## src/rtl/btb_predictor.sv

```systemverilog
// Direct-mapped branch target buffer with 2-bit direction counters.
// Lookup is combinational. Execute-stage updates and the perf counters commit on the rising edge.
module btb_predictor #(
  parameter int IDX_BITS = 4
) (
  input  logic        clk,
  input  logic        rst,
  input  logic [31:0] if_pc,
  output logic        btb_found,
  output logic        predict_result,
  output logic [31:0] predict_target,
  input  logic        upd_valid,
  input  logic [31:0] upd_pc,
  input  logic [31:0] upd_target,
  input  logic        upd_taken,
  input  logic        upd_uncond,
  input  logic        upd_mispredict,
  output logic [31:0] upd_count,
  output logic [31:0] mispredict_count
);

  localparam int ENTRIES = 1 << IDX_BITS;
  localparam int TAG_W   = 30 - IDX_BITS;

  logic [ENTRIES-1:0] valid_q;
  logic [ENTRIES-1:0] uncond_q;
  logic [TAG_W-1:0]   tag_q    [ENTRIES];
  logic [31:0]        target_q [ENTRIES];
  logic [1:0]         cnt_q    [ENTRIES];
  logic [31:0]        upd_count_q, upd_count_d;
  logic [31:0]        misp_count_q, misp_count_d;

  logic [IDX_BITS-1:0] if_idx, upd_idx;
  logic [TAG_W-1:0]    if_tag, upd_tag;
  logic                upd_hit, entry_we;
  logic [1:0]          cnt_d;
  logic [31:0]         target_d;
  logic                uncond_d;

  assign if_idx  = if_pc[IDX_BITS+1:2];
  assign if_tag  = if_pc[31:IDX_BITS+2];
  assign upd_idx = upd_pc[IDX_BITS+1:2];
  assign upd_tag = upd_pc[31:IDX_BITS+2];

  // The rst gate holds the lookup outputs low for the whole reset window.
  // This does not depend on how quickly the entry state clears.
  always_comb begin
    btb_found      = !rst && valid_q[if_idx] && (tag_q[if_idx] == if_tag);
    predict_result = btb_found && (uncond_q[if_idx] || cnt_q[if_idx][1]);
    predict_target = btb_found ? target_q[if_idx] : 32'h0;
  end

  always_comb begin
    upd_hit  = valid_q[upd_idx] && (tag_q[upd_idx] == upd_tag);
    entry_we = 1'b0;
    cnt_d    = cnt_q[upd_idx];
    target_d = target_q[upd_idx];
    uncond_d = uncond_q[upd_idx];
    if (upd_valid) begin
      if (upd_hit) begin
        entry_we = 1'b1;
        if (upd_taken) begin
          cnt_d    = (cnt_q[upd_idx] == 2'd3) ? 2'd3 : cnt_q[upd_idx] + 2'd1;
          target_d = upd_target;
          uncond_d = upd_uncond;
        end else begin
          cnt_d = (cnt_q[upd_idx] == 2'd0) ? 2'd0 : cnt_q[upd_idx] - 2'd1;
        end
      end else if (upd_taken) begin
        // A taken miss allocates and evicts whatever alias held the slot.
        entry_we = 1'b1;
        cnt_d    = 2'b10;
        target_d = upd_target;
        uncond_d = upd_uncond;
      end
    end
  end

  assign upd_count_d  = upd_count_q + {31'd0, upd_valid};
  assign misp_count_d = misp_count_q + {31'd0, upd_valid & upd_mispredict};

  always_ff @(posedge clk or posedge rst) begin
    if (rst) begin
      valid_q      <= '0;
      uncond_q     <= '0;
      upd_count_q  <= 32'd0;
      misp_count_q <= 32'd0;
      for (int i = 0; i < ENTRIES; i++) begin
        tag_q[i]    <= '0;
        target_q[i] <= 32'd0;
        cnt_q[i]    <= 2'b01;
      end
    end else begin
      upd_count_q  <= upd_count_d;
      misp_count_q <= misp_count_d;
      if (entry_we) begin
        valid_q[upd_idx]  <= 1'b1;
        uncond_q[upd_idx] <= uncond_d;
        tag_q[upd_idx]    <= upd_tag;
        target_q[upd_idx] <= target_d;
        cnt_q[upd_idx]    <= cnt_d;
      end
    end
  end

  assign upd_count        = upd_count_q;
  assign mispredict_count = misp_count_q;

endmodule

```

## config.mk

```make
export PLATFORM = sky130hd
export DESIGN_NAME = btb_predictor
export DESIGN_NICKNAME = d
export VERILOG_FILES = /design/src/rtl/btb_predictor.sv
export SDC_FILE = /design/constraint.sdc
export NUM_CORES = 2
export LEC_CHECK = 0
export BUFFER_PORTS_ARGS = -buffer_cell sky130_fd_sc_hd__buf_2
export CAP_MARGIN = 20
export CELL_PAD_IN_SITES_DETAIL_PLACEMENT = 1
export CELL_PAD_IN_SITES_GLOBAL_PLACEMENT = 1
export CORE_MARGIN = 2
export CORE_UTILIZATION = 40
export DETAILED_ROUTE_END_ITERATION = 10
export GPL_TIMING_DRIVEN = 0
export PLACE_DENSITY_LB_ADDON = 0.05
export SYNTH_ARGS = -nofsm -noshare
export SYNTH_HDL_FRONTEND = slang
export SYNTH_SLANG_ARGS = --single-unit
```

## constraint.sdc

```tcl
create_clock -name clk -period 97.8 [get_ports clk]
set_input_delay 4.89 -clock clk [delete_from_list [all_inputs] [get_ports clk]]
set_output_delay 4.89 -clock clk [all_outputs]
set_load 0.005 [all_outputs]
```

==> impl_metrics.json <==
{
  "slew_headroom_pct": 18.8,
  "synth_top_area_cell": "dfrtp_1",
  "finalHoldViolCount": 0,
  "power_frac_comb_pct": 18.6,
  "p_leak_nw": 29.6,
  "postCtsHoldBufs": 0,
  "drt_first_iter_violations": 2968,
  "wirelength_um": 215000,
  "drc": 0,
  "powerDensity_mw_per_mm2": 19.8,
  "max_freq_ghz": 0.0627,
  "numClockSinks": 1056,
  "dpl_worst_slack_ns": 82.02,
  "tns_ns": 0,
  "r2r-start": "tag_q[119]",
  "wire_per_inst_um": 36.0,
  "pin_count": 200,
  "num_vias": 36800,
  "setup_ws_ns": 81.85,
  "fin_crit_ns": 15.95,
  "io_buffer_count": 181,
  "gr-usage-met3_pct": 4.09,
  "area_growth_pct": 15.0,
  "worstMarginPinSlew_ns": 1.22,
  "ys.flop_type": "dfrtp_1",
  "cts_root_buffer": "clkbuf_16",
  "switching_share_pct": 28.3,
  "critPathKind": "in -> out",
  "yosysMostFrequentCell": "dfrtp_1",
  "die_w_um": 381,
  "cp_max_fo": 10,
  "rsz0062_at_grt": "no",
  "yosysUniqueCellTypes": 71,
  "syn-cell-area_sq_mm": 0.0568,
  "grt_start_max_net_pins": 122,
  "cts_buffers": 130,
  "layout-drive-gt1-share_pct": 32.2,
  "ys_top_cells_by_count": "dfrtp_1 (1040), mux2_1 (879), mux4_2 (537), clkbuf_1 (147), mux2_2 (114)",
  "vdd_drop_max_v": 0.0000151,
  "start_util_pct": 40.2,
  "cts_max_path_buffers": 3,
  "antenna_found_initial": 9,
  "ys_seq_area_share_pct": 46.6,
  "switchingPower_uw": 366,
  "die-area_sq_mm": 0.145,
  "hp-class": "reg -> reg",
  "place.gp.congestion": 0.915,
  "use_met1_pct": 41.2,
  "cts_setup_buffers": 0,
  "synth_edf_count": 0,
  "pwr-share-seq_pct": 43.2,
  "post-place-cells": 5751,
  "maxCapViolations": 0,
  "worstSetupEndpointType": "output pin",
  "syn_area_per_cell_sq_um": 15.6,
  "synth_nets": 3738,
  "setup_viol": 0,
  "yosysTopAreaCellShare_pct": 45.8,
  "grt_pass1_vias": 38900,
  "via_per_inst": 6.15,
  "firstDrtPassIters": 7,
  "yosys_warnings": 0,
  "grt_usage_pct": 29.9,
  "worst_ep_arrival_time_ns": 11.06,
  "stdcell_count": 5980,
  "top_usage_layer": "met2",
  "fin_nets": 4102,
  "tritoncts": "yes",
  "grt_overflow": 0,
  "cts_resized": 0,
  "p_int_uw": 928,
  "crit_start": "if_pc[3]",
  "async_flop_share_pct": 100,
  "htree_levels": 4,
  "ys_seq_elements": 1056,
  "timing.final.crit_share_pct": 16.3,
  "insertion_delay_ns": 0.76,
  "place_hpwl_um": 144000,
  "status": "complete, no violations",
  "fp.dieH_um": 381,
  "synth_area_leaders": "dfrtp_1 (46%), mux4_2 (21%), mux2_1 (17%)",
  "final_max_slew_viol_count": 0,
  "hold_path.startpoint": "mispredict_count[31]",
  "synthCells": 3632,
  "path_clk_slew_ns": 0.05,
  "skew_ns": 0.0307,
  "std_cell_rows": 138,
  "ant_nets": 0,
  "worst_setup_path_start_kind": "primary input",
  "grt_pass1_wl_um": 308000,
  "core_sq_mm": 0.141,
  "grt_util_met2_pct": 47.7,
  "clkPwrFrac_pct": 38.2,
  "critPathRequiredTime_ns": 92.91
}
==> registers in the layout (all words and copies together), names as in the netlist <==
signal	count
target_q	512
cnt_q	32
uncond_q	16
tag_q	416
upd_count	32
mispredict_count	32
valid_q	16
==> cell usage in the layout (no fill, tap or decap), drive strengths merged, types with 34 or more instances in the layout <==
cell and instances:
clkbuf 344, a31oi 36, nor2 37, buf 444, mux2 1001, xnor2 83, nand2 62, dfrtp 1040
mux2i 83, nand3 34, mux4 537, and3 54
==> power by group through the flow <==
stage / Clock [mW] / Combinational, mW / Sequential, mW
after floorplan: 0 / 0.170 / 0.546
after global placement: 0 / 0.233 / 0.564
after detailed placement: 0 / 0.241 / 0.564
after CTS: 0.504 / 0.242 / 0.557
after global routing: 0.522 / 0.257 / 0.568
final: 0.495 / 0.241 / 0.559
==> kinds of logic (layout without fill, tap and decap cells) <==
group                    after synthesis  after routing  share of synthesized area, %
multiplexers                        1621           1621                          42.7
flip-flops                          1056           1056                          46.6
buffers and inverters                376            833                          4.00
AND/OR/NAND/NOR                      299            299                          2.83
AO/OA/AOI/OAI                        170            170                          2.19
XOR/XNOR                             105            105                          1.62
adder cells (fa/ha/maj)                5              5                         0.106
other                                  0              1                             0
==> final timing paths <==
check,endpoint,slack [ns],depth (start not counted)
max,predict_result,81.85,13
min,mispredict_count[31],0.47,1
max reg2reg,tag_q[326],92.67,11
min reg2reg,mispredict_count[31],0.47,1
max in group asynchronous,upd_count[15],91.47,5
min in group asynchronous,tag_q[328],4.14,2
==> worst max-delay path: stages <==
cell and delay [ns]:
clkbuf_1 0.46, clkbuf_1 0.70, clkbuf_1 0.92, mux4_2 0.44
a211oi_1 0.24, a21oi_1 0.08, xnor2_1 0.62, nand4_1 0.21
nor4_2 0.86, clkbuf_1 0.61, nand2_1 0.36, nor2_1 0.45
buf_2 0.20
==> metal layers <==
layer / up-vias / wire (um)
li1: 14800 / -
met1: 20300 / 93000
met2: 1187 / 102000
met3: 417 / 9900
met4: 8 / 9870
met5: - / 49
==> stage by stage <==
stage / total power [mW] / hold WS (ns) / utilization, % / area, sq um
final: 1.29 / 0.474 / 46.2 / 65300
after global routing: 1.35 / 0.483 / 46.2 / 65300
after CTS: 1.30 / 0.478 / 46.2 / 65300
after detailed placement: 0.805 / 0.467 / 43.2 / 61000
after global placement: 0.797 / 0.454 / 42.5 / 60100
after floorplan: 0.716 / 0.446 / - / 56800
==> cell type report <==
type / instances / area, sq um
Tap cell: 1890 / 2360
Buffer: 359 / 2220
Clock inverter: 28 / 339
Timing Repair Buffer: 232 / 1820
Sequential cell: 1056 / 26400
Inverter: 17 / 71.3
Fill cell: 13900 / 75900
Clock buffer: 197 / 3960
Multi-Input combinational cell: 2200 / 28100
Antenna cell: 1 / 2.50
Power figures use the tool's default switching activity.
